$ cat config.mk
export PLATFORM = sky130hd
export DESIGN_NAME = cdb_arbiter
export DESIGN_NICKNAME = d
export VERILOG_FILES = /design/src/rtl/cdb_pkg.sv /design/src/rtl/rr_pick4.sv /design/src/rtl/cdb_arbiter.sv
export SDC_FILE = /design/constraint.sdc
export NUM_CORES = 1
export LEC_CHECK = 0
export CAP_MARGIN = 0
export CORE_UTILIZATION = 35
export DETAILED_ROUTE_END_ITERATION = 10
export PLACE_DENSITY = 0.92
export SLEW_MARGIN = 20
export SYNTH_ARGS = -nofsm -noshare
export SYNTH_HDL_FRONTEND = slang
export SYNTH_SLANG_ARGS = --single-unit
export TNS_END_PERCENT = 5
$ cat constraint.sdc
create_clock -name clk -period 2.6 [get_ports clk]
set_input_delay 0.39 -clock clk [delete_from_list [all_inputs] [get_ports clk]]
set_output_delay 0.39 -clock clk [all_outputs]
set_load 0.005 [all_outputs]
$ cat src/rtl/cdb_pkg.sv
// Shared constants for the CDB arbiter slice: unit count, select width,
// default tag/data widths and functional-unit indices.
package cdb_pkg;
    localparam int unsigned NUM_FU     = 4;
    localparam int unsigned SEL_W      = 2;
    localparam int unsigned CDB_TAG_W  = 4;
    localparam int unsigned CDB_DATA_W = 32;

    typedef enum logic [SEL_W-1:0] {
        FU_ALU = 2'd0,
        FU_MUL = 2'd1,
        FU_LD  = 2'd2,
        FU_BR  = 2'd3
    } fu_e;
endpackage

$ cat src/rtl/rr_pick4.sv
// Combinational rotate-priority find: first set bit of req searching
// ptr, ptr+1, ptr+2, ptr+3 (mod 4).
module rr_pick4
    import cdb_pkg::*;
(
    input  logic [NUM_FU-1:0] req,
    input  logic [SEL_W-1:0]  ptr,
    output logic [NUM_FU-1:0] onehot,
    output logic [SEL_W-1:0]  idx,
    output logic              any
);
    logic [SEL_W-1:0] w_cand;
    logic [SEL_W-1:0] w_idx;
    logic             w_found;

    always_comb begin
        w_cand  = '0;
        w_idx   = '0;
        w_found = 1'b0;
        for (int unsigned k = 0; k < NUM_FU; k++) begin
            w_cand = ptr + k[SEL_W-1:0];
            if (!w_found && req[w_cand]) begin
                w_found = 1'b1;
                w_idx   = w_cand;
            end
        end
    end

    assign idx    = w_idx;
    assign any    = w_found;
    assign onehot = w_found ? (NUM_FU'(1) << w_idx) : '0;
endmodule

$ cat src/rtl/cdb_arbiter.sv
// Round-robin CDB arbiter: combinational grant/select, registered CDB output.
// Optional saturating conflict counter enabled by macro CDB_CONFLICT_CNT_EN.
module cdb_arbiter
    import cdb_pkg::*;
#(
    parameter int unsigned TAG_W  = CDB_TAG_W,
    parameter int unsigned DATA_W = CDB_DATA_W
) (
    input  logic              clk,
    input  logic              rst_n,
    input  logic [3:0]        req,
    input  logic [DATA_W-1:0] data_0,
    input  logic [DATA_W-1:0] data_1,
    input  logic [DATA_W-1:0] data_2,
    input  logic [DATA_W-1:0] data_3,
    input  logic [TAG_W-1:0]  tag_0,
    input  logic [TAG_W-1:0]  tag_1,
    input  logic [TAG_W-1:0]  tag_2,
    input  logic [TAG_W-1:0]  tag_3,
    input  logic              cdb_hold,
    output logic [3:0]        gnt,
    output logic [1:0]        sel,
    output logic              cdb_valid,
    output logic [TAG_W-1:0]  cdb_tag,
    output logic [DATA_W-1:0] cdb_data
`ifdef CDB_CONFLICT_CNT_EN
    ,
    output logic [15:0]       conflict_cnt
`endif
);
    logic [SEL_W-1:0]  r_ptr;
    logic [SEL_W-1:0]  r_sel;
    logic              r_valid;
    logic [TAG_W-1:0]  r_tag;
    logic [DATA_W-1:0] r_data;

    logic [NUM_FU-1:0] w_onehot;
    logic [SEL_W-1:0]  w_idx;
    logic              w_any;
    logic              w_grant;
    logic [TAG_W-1:0]  w_win_tag;
    logic [DATA_W-1:0] w_win_data;

    rr_pick4 u_pick (
        .req    (req),
        .ptr    (r_ptr),
        .onehot (w_onehot),
        .idx    (w_idx),
        .any    (w_any)
    );

    // rst_n gates the grant so nothing is offered while reset is held
    assign w_grant = rst_n && !cdb_hold && w_any;
    assign gnt     = w_grant ? w_onehot : '0;
    assign sel     = w_grant ? w_idx : r_sel;

    always_comb begin
        w_win_tag  = tag_0;
        w_win_data = data_0;
        case (fu_e'(w_idx))
            FU_ALU: begin w_win_tag = tag_0; w_win_data = data_0; end
            FU_MUL: begin w_win_tag = tag_1; w_win_data = data_1; end
            FU_LD:  begin w_win_tag = tag_2; w_win_data = data_2; end
            FU_BR:  begin w_win_tag = tag_3; w_win_data = data_3; end
            default: ;
        endcase
    end

    always_ff @(posedge clk or negedge rst_n) begin
        if (!rst_n) begin
            r_ptr   <= '0;
            r_sel   <= '0;
            r_valid <= 1'b0;
            r_tag   <= '0;
            r_data  <= '0;
        end else if (w_grant) begin
            r_ptr   <= w_idx + 2'd1;
            r_sel   <= w_idx;
            r_valid <= 1'b1;
            r_tag   <= w_win_tag;
            r_data  <= w_win_data;
        end else if (!cdb_hold) begin
            r_valid <= 1'b0;
        end
    end

    assign cdb_valid = r_valid;
    assign cdb_tag   = r_tag;
    assign cdb_data  = r_data;

`ifdef CDB_CONFLICT_CNT_EN
    logic [15:0] r_conflict_cnt;
    logic        w_conflict;

    assign w_conflict = ($countones(req) > 1) || ((req != '0) && cdb_hold);

    always_ff @(posedge clk or negedge rst_n) begin
        if (!rst_n) begin
            r_conflict_cnt <= '0;
        end else if (w_conflict && (r_conflict_cnt != '1)) begin
            r_conflict_cnt <= r_conflict_cnt + 16'd1;
        end
    end

    assign conflict_cnt = r_conflict_cnt;
`endif
endmodule

Word level (Yosys, flattened, before mapping)
Cells that the tools add are included.

Flip-flop bits (word level): 41. Input port bits: 151. Logic and storage cells: 51. Output and inout bits: 43.

Reduce and logical (&&, ||, !) cells: 10. Magnitude comparators: 4. Mux-type cells: 23. Equality and inequality tests: 4. Shift operators: 1. Add/subtract/negate cells: 4.

Operators by type and width (count): case mux 32 bit (4 select lines) (1); case mux 4 bit (4 select lines) (1); < comparator 2 x 3 -> 1 bit, second input constant (4); two-way mux 1 bit (10); two-way mux 2 bit (5); binary-select mux 1 bit (select 2 bit) (4); two-way mux 4 bit (2); logical AND 1 bit (5); adder 2 x 1 -> 2 bit, second input constant (2); adder 2 bit, second input constant (2); equality test 2 bit, second input constant (2); zero test 1 bit (4); << shifter 1 x 2 -> 4 bit, first input constant (1); equality test 2 x 1 -> 1 bit, second input constant (1); zero test 2 bit (1); != test 2 x 1 -> 1 bit, second input constant (1).

Longest topological paths before layout
Gate-level depths: netlist of the first run.

Depth after elaboration: 15. Gate-level depth with buffers: 10. Gate-level depth less buffers: 8.

Cells and area by module
Synthesis of the first run repeated with hierarchy kept, for this count alone.

Cells, all modules: 342. Area, all modules: 2837.7 um^2.

By module, submodules not included: cdb_arbiter (instances 1, area an instance 2655.0 um^2, sequential area each 1026.0 um^2, cells each 310); rr_pick4 (instances 1, area an instance 182.7 um^2, sequential area each 0.0 um^2, cells each 32).

Worst setup path after synthesis of the first run
Ideal clock, no wire load.

Kind: flip-flop to output port. Start point: register r_ptr[1]. End point: output gnt[1]. Setup slack: 262 ps. Required time: 2210 ps. Arrival time: 1948 ps. Buffers on the path: 2. Stages on the path, launching flop included: 9. Path through: dfrtp_1 > nand2b_1 > a32o_1 > or2_2 > inv_1 > ha_1 > buf_2 > buf_1 > and3_1.

Cells in the longest elaborated chain, start to end: 15. Elaborated cells on any way between the ends: 29. Classes of those cells: add/sub (3); shift (1); mux (18); reduce/logical (7).

Ends and longest elaborated chain: from (decl) (line cdb_arbiter.sv:31) `logic [SEL_W-1:0] r_ptr;`; from (signal assigned) (line cdb_arbiter.sv:77) `r_ptr <= w_idx + 2'd1;`; branches (longest 14 deep; another with adder 2 x 1 -> 2 bit); two-way mux 4 bit (*) (line cdb_arbiter.sv:54) `assign gnt = w_grant ? w_onehot : '0;`; to (decl) (line cdb_arbiter.sv:21) `output logic [3:0] gnt,`.

Mark *: on every way between the ends. The select of a mux whose other input is x is not followed.

Worst setup path in the final report of the first run
Start point: input req[0]. End point: output gnt[1].

Cells in the longest elaborated chain, start to end: 15. Elaborated cells on any way between the ends: 26. Classes of those cells: shift (1); mux (18); reduce/logical (7).

Ends and longest elaborated chain: from (decl) (line cdb_arbiter.sv:11) `input logic [3:0] req,`; binary-select mux 1 bit (select 2 bit) (line rr_pick4.sv:22) `if (!w_found && req[w_cand]) begin`; two-way mux 1 bit (not written as such) (line rr_pick4.sv:22); two-way mux 1 bit (line rr_pick4.sv:22); zero test 1 bit (line rr_pick4.sv:22); logical AND 1 bit (line rr_pick4.sv:22); two-way mux 1 bit (line rr_pick4.sv:22); zero test 1 bit (line rr_pick4.sv:22); logical AND 1 bit (line rr_pick4.sv:22); two-way mux 1 bit (line rr_pick4.sv:22); zero test 1 bit (line rr_pick4.sv:22); logical AND 1 bit (line rr_pick4.sv:22); two-way mux 2 bit (line rr_pick4.sv:22); << shifter 1 x 2 -> 4 bit (line rr_pick4.sv:31) `assign onehot = w_found ? (NUM_FU'(1) << w_idx) : '0;`; two-way mux 4 bit (line rr_pick4.sv:31); two-way mux 4 bit (*) (line cdb_arbiter.sv:54).

Every way passes the cells marked *; elsewhere a longest branch is shown, timed or not. The select of a mux whose other input is x is not followed.

==> impl_metrics.sql, run 1 <==
INSERT INTO impl_metrics (metric_group, metric, value, unit) VALUES
('sta', 'report.final.hold_viol_count', '0', ''),
('pwr', 'power.density_cell_area', '754', 'nW/um^2'),
('floorplan', 'placeableCoreArea', '7290', 'sq um'),
('clock_network', 'cts_buffers', '5', ''),
('sta', 'setup_slack', '-0.163', 'ns'),
('run_status', 'run_status', 'finished, violations left', ''),
('finish', 'layout-area-overhead-vs-synth', '85.8', '%'),
('clock_network', 'clk_pin_slew', '0.08', 'ns'),
('finish', 'nets', '637', ''),
('place', 'port-buffer-count', '193', ''),
('place', 'detailed_place_hpwl', '7200', 'um'),
('floorplan', 'die_area', '7900', 'sq um'),
('floorplan', 'fp-row-count', '31', ''),
('floorplan', 'floorplan.die.height', '88.9', 'um'),
('sta', 'final_period_util', '106', '%'),
('worst_setup_path', 'max_stage_delay', '0.49', 'ns'),
('run_status', 'violations', 'setup timing', ''),
('logic_synthesis', 'synth.top_cell.area_share', '38.8', '%'),
('logic_synthesis', 'netlist_top_cells_area', 'sky130_fd_sc_hd__dfrtp_1 39%, sky130_fd_sc_hd__a221o_1 14%, sky130_fd_sc_hd__o31ai_1 10%, sky130_fd_sc_hd__nor2b_1 9.0%, sky130_fd_sc_hd__a31oi_1 8.5%', ''),
('sta', 'timing.final.crit_period', '2.76', 'ns'),
('worst_setup_path', 'cp.required', '2.21', 'ns'),
('worst_setup_path', 'path_cells', 'clkdlybuf4s50_1 -> nor2b_2 -> a32o_1 -> or2_4 -> inv_1 -> ha_2 -> and3_1 -> clkdlybuf4s50_1', ''),
('run', 'reported_max_cap_violation_count', '0', ''),
('sta', 'final_max_slew_viol_count', '0', ''),
('clock_network', 'clock_tree_from_tritoncts', 'yes', ''),
('worst_setup_path', 'worst-endpoint-arrival', '2.37', 'ns'),
('worst_setup_path', 'regToRegEndpoint', 'cdb_tag[3]$_DFFE_PN0P_', ''),
('worst_setup_path', 'critical_path.slowest_cell', 'sky130_fd_sc_hd__clkdlybuf4s50_1', ''),
('finish', 'layout-drive-gt1-share', '8.88', '%'),
('place', 'place_area', '4750', 'sq um'),
('worst_setup_path', 'crit_fanout', '3', ''),
('worst_setup_path', 'crit-reg2reg-launch', 'r_ptr[1]$_DFFE_PN0P_', ''),
('global_route', 'globalRoute.totalOverflow', '0', ''),
('logic_synthesis', 'netlist_instances', '291', ''),
('logic_synthesis', 'synth_edf_count', '0', ''),
('clock_network', 'clock_tree.root_cell', 'sky130_fd_sc_hd__clkbuf_8', ''),
('global_route', 'grt_start_max_net_pins', '43', ''),
('logic_synthesis', 'synthFlopType', 'sky130_fd_sc_hd__dfrtp_1', ''),
('worst_setup_path', 'worstSetupPathType', 'in2out', ''),
('pwr', 'power.static_leakage', '2.02', 'nW'),
('place', 'gp_congestion', '0.865', ''),
('place', 'placement.setup.worst_slack', '-0.322', 'ns'),
('clock_network', 'ctsHtreeMaxLevel', '2', ''),
('floorplan', 'initial_utilization', '36.2', '%'),
('logic_synthesis', 'synth_top_cells_by_count', '42 x sky130_fd_sc_hd__nand2_1, 41 x sky130_fd_sc_hd__dfrtp_1, 38 x sky130_fd_sc_hd__nor2b_1', ''),
('sta', 'max_slew_margin', '63.1', '%'),
('drt', 'drt_drc_violations_left', '0', ''),
('clock_network', 'cts-hold-fix-buffers', '0', ''),
('logic_synthesis', 'synth-seq-area-share', '38.8', '%'),
('sta', 'setup_viol_count_final', '1', ''),
('worst_setup_path', 'rrSetupSlack', '0.15', 'ns'),
('pwr', 'worst_ir_drop_vdd', '0.000344', 'V'),
('worst_setup_path', 'reg2reg_depth', '9', ''),
('global_route', 'global_route_wire_length_before_repair', '14700', 'um'),
('sta', 'rsz0062_at_grt', 'yes', ''),
('hold_path', 'min_path_type', 'in2async', ''),
('global_route', 'grt_antenna_before_repair', '0', ''),
('drt', 'drtPass1Iterations', '5', ''),
('logic_synthesis', 'synthesis.area_per_instance', '9.08', 'sq um'),
('logic_synthesis', 'synth_top_cell_by_area', 'sky130_fd_sc_hd__dfrtp_1', ''),
('global_route', 'via_count_of_the_first_global_routing_pass', '3128', ''),
('worst_setup_path', 'critical_path.startpoint_type', 'input port', ''),
('sta', 'max_freq', '0.362', 'GHz'),
('clock_network', 'numClockSinks', '41', ''),
('worst_setup_path', 'critPathMostFrequentCell', 'sky130_fd_sc_hd__clkdlybuf4s50_1', ''),
('logic_synthesis', 'yosys.cell_types.count', '28', ''),
('drt', 'wl', '9870', 'um'),
('global_route', 'grt_usage', '24.2', '%'),
('clock_network', 'clk_path_buf_depth', '2', ''),
('drt', 'drt-initial-drc-count', '123', ''),
('worst_setup_path', 'category_of_the_worst_setup_path_capture_point', 'output port', '');
[placed cells by master, fill, tap and decap left out]
cell / count
sky130_fd_sc_hd__buf_2: 1
sky130_fd_sc_hd__a21o_1: 1
sky130_fd_sc_hd__buf_8: 1
sky130_fd_sc_hd__a32o_1: 1
sky130_fd_sc_hd__clkbuf_8: 5
sky130_fd_sc_hd__buf_4: 20
sky130_fd_sc_hd__o21ai_1: 1
sky130_fd_sc_hd__nand2b_1: 2
sky130_fd_sc_hd__mux2_2: 1
sky130_fd_sc_hd__a21boi_2: 1
sky130_fd_sc_hd__or4_4: 1
sky130_fd_sc_hd__a21oi_1: 4
sky130_fd_sc_hd__a21oi_4: 1
sky130_fd_sc_hd__nand2_1: 42
sky130_fd_sc_hd__bufinv_16: 2
sky130_fd_sc_hd__a221o_1: 36
sky130_fd_sc_hd__or2_4: 1
sky130_fd_sc_hd__buf_12: 2
sky130_fd_sc_hd__o21ai_4: 1
sky130_fd_sc_hd__ha_2: 3
sky130_fd_sc_hd__and3_1: 2
sky130_fd_sc_hd__nor3_1: 2
sky130_fd_sc_hd__dfrtp_1: 41
sky130_fd_sc_hd__nor2b_1: 37
sky130_fd_sc_hd__o21ai_0: 1
sky130_fd_sc_hd__inv_1: 5
sky130_fd_sc_hd__nor2b_2: 1
sky130_fd_sc_hd__nand2_4: 1
sky130_fd_sc_hd__dlymetal6s2s_1: 2
sky130_fd_sc_hd__clkinv_2: 1
sky130_fd_sc_hd__clkdlybuf4s50_1: 187
sky130_fd_sc_hd__nor2_1: 2
sky130_fd_sc_hd__o31ai_1: 36
sky130_fd_sc_hd__dlygate4sd2_1: 3
sky130_fd_sc_hd__a31oi_1: 36
[routing by layer]
| metal | up-vias | share of wire, % | routed length, um | global-route usage [%] |
|---|---|---|---|---|
| met1 | 1498 | 36 | 3580 | 26.4 |
| met3 | 16 | 9.5 | 939 | 7.76 |
| met4 | 0 | 1.7 | 172 | 7.18 |
| met5 | - | 0 | 0 | 0 |
| met2 | 154 | 53 | 5190 | 44.7 |
| li1 | 1498 | - | - | - |
[power breakdown]
| group | internal, mW | switching (mW) |
|---|---|---|
| logic | 1.20 | 0.888 |
| clock network | 0.382 | 0.226 |
| registers | 0.871 | 0.136 |
| total | 2.45 | 1.25 |
[how the worst max path moves through the flow]
| stage | end | slack [ns] | cells past startpoint | startpoint |
|---|---|---|---|---|
| global route | gnt[1] | -0.23 | 8 | req[1] |
| floorplan | gnt[1] | 0.26 | 8 | r_ptr[1]$_DFFE_PN0P_ |
| global placement | cdb_data[4]$_DFFE_PN0P_ | -0.20 | 11 | req[1] |
| detailed placement | cdb_data[4]$_DFFE_PN0P_ | -0.32 | 11 | req[1] |
| CTS | gnt[1] | -0.15 | 8 | req[0] |
| finish | gnt[1] | -0.16 | 8 | req[0] |
[through the flow]
step | utilization, % | hold slack (ns) | TNS (ns) | instances
global route | 67.3 | 0.221 | -0.339 | 583
global placement | 65.1 | 0.457 | -5.72 | 574
detailed placement | 65.1 | 0.465 | -10.29 | 574
CTS | 67.0 | 0.197 | -0.336 | 582
floorplan | - | 0.0944 | 0 | 291
finish | 67.3 | 0.186 | -0.163 | 583
[repair_timing]
item	CTS	global route
setup endpoints to repair	6	22
endpoints found under the hold margin	0	0
setup buffers	0	1
pin swaps	2	3
gates resized for setup	7	7
[worst max-delay path: cells and delay by family]
kind	cells	cell delay, ns
buf+inv	3	0.98
compound gates	1	0.23
fa+ha+maj	1	0.17
simple gates	3	0.59
[registers in the layout, indices dropped and copies added (netlist names)]
name       count
r_ptr          2
cdb_data      32
cdb_tag        4
r_sel          2
cdb_valid      1
[logic make-up after synthesis]
kind of cell             Yosys count  synth area share, %
AO/OA/AOI/OAI                    119                 35.3
adder cells (fa/ha/maj)            3                 1.42
buffers and inverters             36                 6.39
flip-flops                        41                 38.8
multiplexers                       1                0.426
AND/OR/NAND/NOR                   91                 17.7
[area by class of cell]
type | count | area [sq um]
Fill cell | 611 | 2380
Timing Repair Buffer | 216 | 2130
Multi-Input combinational cell | 214 | 1480
Sequential cell | 41 | 1030
Tap cell | 99 | 124
Clock buffer | 5 | 68.8
Clock inverter | 3 | 65.1
Inverter | 5 | 18.8
No activity file was read; power rests on OpenSTA's default activity.
==> run 2: changes to the inputs <==
--- a/config.mk
+++ b/config.mk
@@ -9,7 +9,6 @@
 export CORE_UTILIZATION = 35
 export DETAILED_ROUTE_END_ITERATION = 10
 export PLACE_DENSITY = 0.92
-export SLEW_MARGIN = 20
 export SYNTH_ARGS = -nofsm -noshare
 export SYNTH_HDL_FRONTEND = slang
 export SYNTH_SLANG_ARGS = --single-unit
==> results of run 2 <==
The final DEF is identical to that of run 1; final timing and power are the same.
==> run 3: changes to the inputs <==
--- a/config.mk
+++ b/config.mk
@@ -5,9 +5,11 @@
 export SDC_FILE = /design/constraint.sdc
 export NUM_CORES = 1
 export LEC_CHECK = 0
+export ABC_CLOCK_PERIOD_IN_PS = 2600
 export CAP_MARGIN = 0
 export CORE_UTILIZATION = 35
 export DETAILED_ROUTE_END_ITERATION = 10
+export GPL_TIMING_DRIVEN = 0
 export PLACE_DENSITY = 0.92
 export SYNTH_ARGS = -nofsm -noshare
 export SYNTH_HDL_FRONTEND = slang
==> run 3 against run 2 <==
  * The flow still finishes with violations (setup timing)
  * Clock skew fell by 0.0010 ns
  * Clock power shrank 24%
  * Critical path depth rose by 2
  * Die area did not move
  * Highest routed layer unchanged
  * Sequential share of layout area shrank 0.25 points
  * Hold slack worse by 0.11 ns
  * Via count grew 4.9%
  * Critical endpoint is now cdb_data[25]$_DFFE_PN0P_
==> impl_metrics.sql, run 3 (synthesis gave the netlist of run 1 again) <==
INSERT INTO impl_metrics (metric_group, metric, value, unit) VALUES
('worst_setup_path', 'critical_path.startpoint_type', 'flip-flop', ''),
('floorplan', 'placeableCoreArea', '7290', 'sq um'),
('worst_setup_path', 'crit_fanout', '10', ''),
('sta', 'report.final.hold_viol_count', '0', ''),
('floorplan', 'floorplan.die.height', '88.9', 'um'),
('run_status', 'violations', 'setup timing', ''),
('pwr', 'worst_ir_drop_vdd', '0.000328', 'V'),
('pwr', 'internal-power', '2.34', 'mW'),
('worst_setup_path', 'critical_path.slowest_cell', 'sky130_fd_sc_hd__dfrtp_2', ''),
('drt', 'route.detailed.vias_per_inst', '5.51', ''),
('drt', 'drt-initial-drc-count', '130', ''),
('drt', 'drtPass1Iterations', '4', ''),
('global_route', 'grt_usage', '26.2', '%'),
('floorplan', 'boundary_pin_count', '194', ''),
('clock_network', 'ctsHtreeMaxLevel', '2', ''),
('worst_setup_path', 'path_cells', 'nand2b_1 -> a32o_2 -> or2_4 -> ha_2 -> buf_6 -> buf_4 -> clkbuf_1 -> a221o_1 -> a31oi_1 -> o31ai_1', ''),
('floorplan', 'fp-row-count', '31', ''),
('pwr', 'p_comb_share', '59.6', '%'),
('pwr', 'power_frac_clock', '12.7', '%'),
('floorplan', 'die_area', '7900', 'sq um'),
('sta', 'finalSetupTns', '-0.000653', 'ns'),
('finish', 'most-common-layout-cells', '185 x sky130_fd_sc_hd__clkdlybuf4s50_1, 42 x sky130_fd_sc_hd__nand2_1, 40 x sky130_fd_sc_hd__dfrtp_1', ''),
('drt', 'via_count', '3320', ''),
('worst_setup_path', 'worst-endpoint-arrival', '2.77', 'ns'),
('clock_network', 'clk_pin_slew', '0.08', 'ns'),
('finish', 'layout-area-overhead-vs-synth', '88.3', '%'),
('sta', 'setup_slack', '-0.000653', 'ns'),
('sta', 'timing.final.crit_period', '2.60', 'ns'),
('pwr', 'power.density_cell_area', '733', 'nW/um^2'),
('finish', 'layout-drive-gt1-share', '11.9', '%'),
('sta', 'max_slew_margin', '67.4', '%'),
('drt', 'wl_per_cell', '17.5', 'um'),
('global_route', 'globalRoute.totalOverflow', '0', ''),
('drt', 'wl', '10500', 'um'),
('place', 'detailed_place_hpwl', '8020', 'um'),
('sta', 'rsz0062_at_grt', 'yes', ''),
('pwr', 'power.net_switching', '1.31', 'mW'),
('sta', 'worst-slew-pin-transition', '0.489', 'ns'),
('sta', 'finalClockSkew', '0.00416', 'ns'),
('pwr', 'power.static_leakage', '2.05', 'nW'),
('finish', 'n_fill_cell', '602', ''),
('worst_setup_path', 'category_of_the_worst_setup_path_capture_point', 'flip-flop', ''),
('global_route', 'global_route_wire_length_before_repair', '15600', 'um'),
('floorplan', 'die_span_x', '88.9', 'um'),
('worst_setup_path', 'crit_family', 'compound AO/OA/AOI/OAI gates', ''),
('sta', 'final_max_slew_viol_count', '0', ''),
('clock_network', 'clk_path_buf_depth', '2', ''),
('sta', 'max_freq', '0.385', 'GHz'),
('finish', 'largest_reg_flops', '32', ''),
('worst_setup_path', 'worstSetupPathType', 'reg2reg', ''),
('clock_network', 'numClockSinks', '41', ''),
('finish', 'finish.instance_area', '4980', 'sq um'),
('run', 'reported_max_cap_violation_count', '0', ''),
('finish', 'antenna_cells', '0', ''),
('sta', 'setup_viol_count_final', '1', ''),
('finish', 'mostFrequentLayoutCell', 'sky130_fd_sc_hd__clkdlybuf4s50_1', ''),
('pwr', 'total_power', '3.65', 'mW'),
('pwr', 'switching_share', '35.9', '%'),
('place', 'port-buffer-count', '193', ''),
('place', 'place_area', '4710', 'sq um'),
('floorplan', 'initial_utilization', '36.2', '%'),
('worst_setup_path', 'max_stage_delay', '0.45', 'ns'),
('run_status', 'run_status', 'finished, violations left', ''),
('clock_network', 'clock_tree_from_tritoncts', 'yes', ''),
('global_route', 'via_count_of_the_first_global_routing_pass', '3282', ''),
('clock_network', 'clock_insertion_delay_worst_skew', '0.29', 'ns'),
('global_route', 'grt_start_max_net_pins', '41', ''),
('finish', 'nets', '657', ''),
('clock_network', 'clock_tree.root_cell', 'sky130_fd_sc_hd__clkbuf_8', ''),
('hold_path', 'min_path_type', 'in2async', ''),
('clock_network', 'cts_buffers', '5', ''),
('pwr', 'part_of_the_total_power_dissipated_in_sequential_elements', '27.7', '%'),
('worst_setup_path', 'cp.required', '2.77', 'ns'),
('sta', 'final_period_util', '100', '%'),
('worst_setup_path', 'path_buf_inv', '3', ''),
('drt', 'postRouteAntennaNets', '0', ''),
('global_route', 'grt_antenna_before_repair', '0', ''),
('drt', 'drt_drc_violations_left', '0', ''),
('place', 'gp_congestion', '0.765', '');
[run 3: routing by layer]
| metal | vias up | share of wire (%) | GRT usage [%] |
|---|---|---|---|
| li1 | 1541 | - | - |
| met1 | 1614 | 39 | 29.2 |
| met2 | 153 | 53 | 49.2 |
| met3 | 12 | 7.1 | 5.63 |
| met4 | 0 | 1.4 | 8.65 |
| met5 | - | 0 | 0 |
[run 3: cell type report]
type / count / area (sq um) / area share, %
sequential: 41 / 1030 / 20.6
timing repair buffer: 205 / 2020 / 40.7
inverter: 5 / 18.8 / 0.377
buffer: 31 / 196 / 3.95
multi-input combinational: 214 / 1480 / 29.8
clock buffer: 7 / 96.3 / 1.94
tap: 99 / 124 / 2.49
clock inverter: 1 / 5.00 / 0.101
[run 3: stage by stage]
stage / hold WS (ns) / utilization [%] / setup slack (ns) / instances
floorplan: 0.0944 / - / 0.262 / 291
global placement: 0.457 / 64.4 / -1.60 / 583
detailed placement: 0.199 / 64.6 / -1.03 / 584
CTS: 0.0770 / 67.9 / -0.0330 / 603
global route: 0.0857 / 68.2 / -0.164 / 603
finish: 0.0791 / 68.2 / -0.000653 / 603
[run 3: worst reg2reg max path, delay by kind of cell (launching register included)]
family	cells	cell delay, ns
AOI/OAI and AO/OA	4	0.95
buffers and inverters	3	0.49
DFF	1	0.45
and+or+nand+nor	2	0.39
adders and majority gates	1	0.19
[run 3: path summary, 6_finish.rpt]
check	from	end	depth (start not counted)	slack, ns
max reg2reg	r_ptr[1]$_DFFE_PN0P_	cdb_data[25]$_DFFE_PN0P_	10	-0.0007
max	r_ptr[1]$_DFFE_PN0P_	cdb_data[25]$_DFFE_PN0P_	10	-0.0007
max in group asynchronous	rst_n	cdb_data[31]$_DFFE_PN0P_	2	2.00
min in group clk	cdb_data[5]$_DFFE_PN0P_	cdb_data[5]$_DFFE_PN0P_	2	0.48
min reg2reg	cdb_data[5]$_DFFE_PN0P_	cdb_data[5]$_DFFE_PN0P_	2	0.48
min	rst_n	cdb_data[11]$_DFFE_PN0P_	2	0.08
[run 3: repair_timing]
item / 4_1_cts / 5_1_grt
endpoints found under the setup margin: 42 / 38
pin swaps: 5 / 2
hold buffers: 1 / 0
hold endpoints to repair: 2 / 0
buffers inserted: 10 / 0
gates resized for setup: 29 / 22
[run 3: power by group through the flow]
stage	clock network [mW]	logic, mW	registers, mW
detailed placement	0	2.05	1.02
global placement	0	1.99	1.00
global route	0.500	2.36	1.04
finish	0.464	2.17	1.01
CTS	0.474	2.15	1.00
floorplan	0	1.01	1.02
==> edit 1: new RTL, config.mk and constraints of run 2 <==
Add a define of `CDB_CONFLICT_CNT_EN`.
--- a/src/rtl/cdb_arbiter.sv
+++ b/src/rtl/cdb_arbiter.sv
@@ -1,5 +1,7 @@
 // Round-robin CDB arbiter: combinational grant/select, registered CDB output.
 // Optional saturating conflict counter enabled by macro CDB_CONFLICT_CNT_EN.
+`define CDB_CONFLICT_CNT_EN
+
 module cdb_arbiter
     import cdb_pkg::*;
 #(
Check against the original RTL (old outputs only; new: conflict_cnt): equivalent (equiv_simple and equiv_induct, registers matched by name and starting in step).
==> edit 1 against run 2 <==
The flow still finishes with violations (setup timing); total power up 18%; wire length up 26%; cell count up 29%; final area up 25%; setup slack better by 0.065 ns; clock skew up 0.0074 ns; maximum frequency up 2.4%; synthesized area up 31%; sequential cell count up 16; count of clock-buffer cells in the layout up 4; critical path type unchanged; critical endpoint is now sel[0]; largest cell class unchanged; largest power group unchanged.
==> edit 1: results (changes against run 2) <==
- Drt first-iter violations: 111 (was 123)
- The final-layout clock-cell area share was 3.68% (was 2.73%).
* Layout fillers: 761 (was 611)
- The number of ordinary inverters in the final layout is 8 (was 5).
- The cell total after placement is 734 (was 574).
- Count of distinct cell types in the synthesized netlist: 40 (was 28)
* Met1 Resource Use GR: 25.3% (was 26.4%)
- Status: finished with violations (unchanged)
* Setup clock skew after layout: 0.0126 ns (was 0.00516 ns)
- Most used standard cells in the synthesized netlist: 57 x dfrtp_1, 50 x nand2_1, 45 x nor2_1 (was 42 x nand2_1, 41 x dfrtp_1, 38 x nor2b_1)
- The number of multi-input logic gates is 303 (was 214).
* Half-perimeter wire length after detailed placement: 9140 um (was 7200 um)
- The sequential element share of the synthesized area is 41.1% (was 38.8%).
* Cells taking the most area after synthesis: dfrtp_1 41%, a221oi_1 9.1%, nor2b_1 6.7% (was dfrtp_1 39%, a221o_1 14%, o31ai_1 10%)
- Failing checks: setup timing (unchanged)
- The total number of clock tree sinks was 57 (was 41).
- Non-clock buffer total of the final layout: 239 (was 216)
* Met2 track demand over resource in global routing: 41.8% (was 44.7%)
* Dpl cell area: 0.00580 mm2 (was 0.00475 mm2)
* Count of endpoints failing setup in the final report: 1 (unchanged)
* Share of post-route cells with drive strength above 1: 12.0% (was 8.88%)
* Final-layout non-clock buffer area share: 37.9% (was 43.4%)
* Routability-driven placement congestion ratio: 0.888 (was 0.865)
- The clock latency of the later-clocked register in the worst-skew pair came to 0.34 ns (was 0.29 ns).
- VDD IR-drop max: 0.369 mV (was 0.344 mV)
- Post-CTS Repair Setup Buffers: 1 (was 0)
* Count of instances resized after the clock tree is built: 10 (was 7)
* Cell count after synthesis: 401 (was 291)
- The final critical-path setup slack is -0.0977 ns (was -0.163 ns).
* Post-Route M1 WL: 4740 um (was 3580 um)
- The power per unit of standard cell area is 713 mW/mm2 (was 754 mW/mm2).
[edit 1: cells by family (layout without fill, tap and decap cells)]
group	count (synthesis)	in the layout	share of synthesized area [%]
buffers and inverters	41	263	5.92
other	0	1	0
xor gates and xnor gates	14	14	3.54
AOI/OAI and AO/OA	122	122	23.8
DFF	57	57	41.1
and+or+nand+nor	159	159	22.6
adders and majority gates	6	6	2.38
muxes	2	2	0.613
[edit 1: power by group]
part | total, mW | switching [mW] | internal (mW)
sequential | 1.37 | 0.204 | 1.17
clock | 0.954 | 0.405 | 0.549
combinational | 2.06 | 0.888 | 1.17
[edit 1: worst max-delay path: stages]
cell and delay (ns):
clkdlybuf4s50_1 0.44, buf_4 0.16, or4_1 0.45, nand3b_4 0.17
nor3_4 0.05, a21o_1 0.17, clkdlybuf4s50_1 0.46
[edit 1: worst paths after layout]
check                                          from                  endpoint  slack (ns)  cells past startpoint
setup / recovery                             req[0]                    sel[0]        -0.1                      7
hold / removal                                rst_n     cdb_valid$_DFFE_PN0P_        0.25                      2
setup reg to reg               r_ptr[1]$_DFFE_PN0P_   cdb_data[9]$_DFFE_PN0P_        0.20                     12
hold reg to reg            cdb_data[14]$_DFFE_PN0P_  cdb_data[14]$_DFFE_PN0P_        0.49                      2
max in group asynchronous                     rst_n  cdb_data[10]$_DFFE_PN0P_        1.83                      2
min in group clk           cdb_data[14]$_DFFE_PN0P_  cdb_data[14]$_DFFE_PN0P_        0.49                      2
[edit 1: stage by stage]
| step | worst slack, ns | power, mW |
|---|---|---|
| global route | -0.171 | 4.66 |
| finish | -0.0977 | 4.38 |
| CTS | -0.158 | 4.35 |
| global placement | -0.188 | 3.29 |
| floorplan | 0.339 | 2.22 |
| detailed placement | -0.321 | 3.37 |
==> edit 2: new RTL, config.mk and constraints of run 2 <==
Without the edit above. `CDB_DATA_W`: 32 -> 36.
--- a/src/rtl/cdb_pkg.sv
+++ b/src/rtl/cdb_pkg.sv
@@ -4,7 +4,7 @@
     localparam int unsigned NUM_FU     = 4;
     localparam int unsigned SEL_W      = 2;
     localparam int unsigned CDB_TAG_W  = 4;
-    localparam int unsigned CDB_DATA_W = 32;
+    localparam int unsigned CDB_DATA_W = 36;
 
     typedef enum logic [SEL_W-1:0] {
         FU_ALU = 2'd0,
Interface: changed (5 resized); port bits go from 194 to 214. The function was not compared with the original's and may differ.
==> edit 2 against run 2 <==
Sequential share of layout area up 0.18 points; largest power group unchanged; critical path depth down 2; global-route usage up 1.4 points; wire length up 14%; sequential cell count up 4; clock power down 16%; maximum frequency up 8.4%; total power up 6.8%; setup slack better by 0.21 ns; final area up 8.9%; synthesized area up 8.9%; largest cell class unchanged; combinational power up 12%.
==> edit 2: results (changes against run 2) <==
- Status: finished clean (was finished with violations)
- Multi-input gates: 234 (was 214)
* Final net count: 698 (was 637)
- Routed wire length: 11,300 um (was 9870 um)
- The total iterations of the first detailed-routing run is 4 (was 5).
- The final-layout clock-cell area share came to 1.94% (was 2.73%).
* Count of distinct cell types in the synthesized netlist: 25 (was 28)
* Reg-to-reg startpoint: r_ptr[0]$_DFFE_PN0P_ (was r_ptr[1]$_DFFE_PN0P_)
* Routability-driven placement congestion ratio: 0.857 (was 0.865)
- The post-synthesis compound-gate area fraction is 35.4% (was 35.3%).
- The starting DRC count in detailed routing was 166 (was 123).
* GRT Resource Usage Total: 25.6% (was 24.2%)
* Count of instances resized after the clock tree is built: 15 (was 7)
- The register fraction of the total cell area is 21.1% (was 20.9%).
- Leakage: 2.20 nW (was 2.02 nW)
* VDD IR-drop max: 0.384 mV (was 0.344 mV)
- The cell total after placement was 623 (was 574).
- The headroom to the max-slew limit was 61.4% (was 63.1%).
* Arrival @ worst endpoint: 2.16 ns (was 2.37 ns)
- Global-route wire length before repair: 17,300 um (was 14,700 um)
- Number of global-route vias before repair: 3,566 (was 3,128)
- The number of flip-flops under the largest register name is 36 (was 32).
- Input/output buffers: 213 (was 193)
- Setup clock skew after layout: 0.00971 ns (was 0.00516 ns)
* Layout fillers: 616 (was 611)
* Final-layout non-clock buffer area share: 43.6% (was 43.4%)
* Cells taking the most area after synthesis: dfrtp_1 39%, a221o_1 14%, o31ai_1 10% (unchanged)
- The buffer count excluding the clock tree in the final layout is 237 (was 216).
edit 2: changes by cell type after synthesis, sizes merged:
cell	change
a31oi	+4
buf	-7
dfrtp	+4
clkbuf	+12
a221o	+4
nor2b	+4
nand2	+4
o31ai	+4
edit 2: worst max-delay path: cells and delay by family:
family	cells	cell delay, ns
AND/OR/NAND/NOR	3	0.72
buffers and inverters	3	1.03
edit 2: worst paths after layout:
check | endpoint | slack (ns) | cells past startpoint
max in group asynchronous | r_ptr[1]$_DFFE_PN0P_ | 1.99 | 2
setup reg to reg | cdb_data[21]$_DFFE_PN0P_ | 0.19 | 9
min in group clk | r_sel[0]$_DFF_PN0_ | 0.47 | 1
hold reg to reg | r_sel[0]$_DFF_PN0_ | 0.47 | 1
hold / removal | cdb_data[21]$_DFFE_PN0P_ | 0.19 | 2
setup / recovery | gnt[3] | 0.05 | 6
edit 2: metal layers:
metal  up-vias  global-route usage [%]  part of all wire, %
met3        17                    4.76                  7.2
met5         -                       0                    0
met4         0                    6.41                  1.5
met1      1697                    28.7                   38
met2       165                    49.2                   53
li1       1642                       -                    -
edit 2: power groups by stage:
stage	Sequential, mW	Clock [mW]	Combinational [mW]
after global routing	1.13	0.555	2.52
after global placement	1.10	0	2.23
final	1.11	0.512	2.34
after detailed placement	1.11	0	2.30
after CTS	1.10	0.523	2.32
after floorplan	1.12	0	1.10
edit 2: metrics by stage:
step                setup TNS [ns]  area [um2]  hold slack, ns  worst slack [ns]  power [mW]
detailed placement          -13.61        5200           0.464            -0.414        3.42
CTS                         -0.115        5320           0.213           -0.0720        3.95
floorplan                        0        2880          0.0944             0.273        2.22
global placement            -10.02        5200           0.457            -0.308        3.33
finish                           0        5350           0.194            0.0512        3.95
global route              -0.00679        5350           0.243          -0.00679        4.21
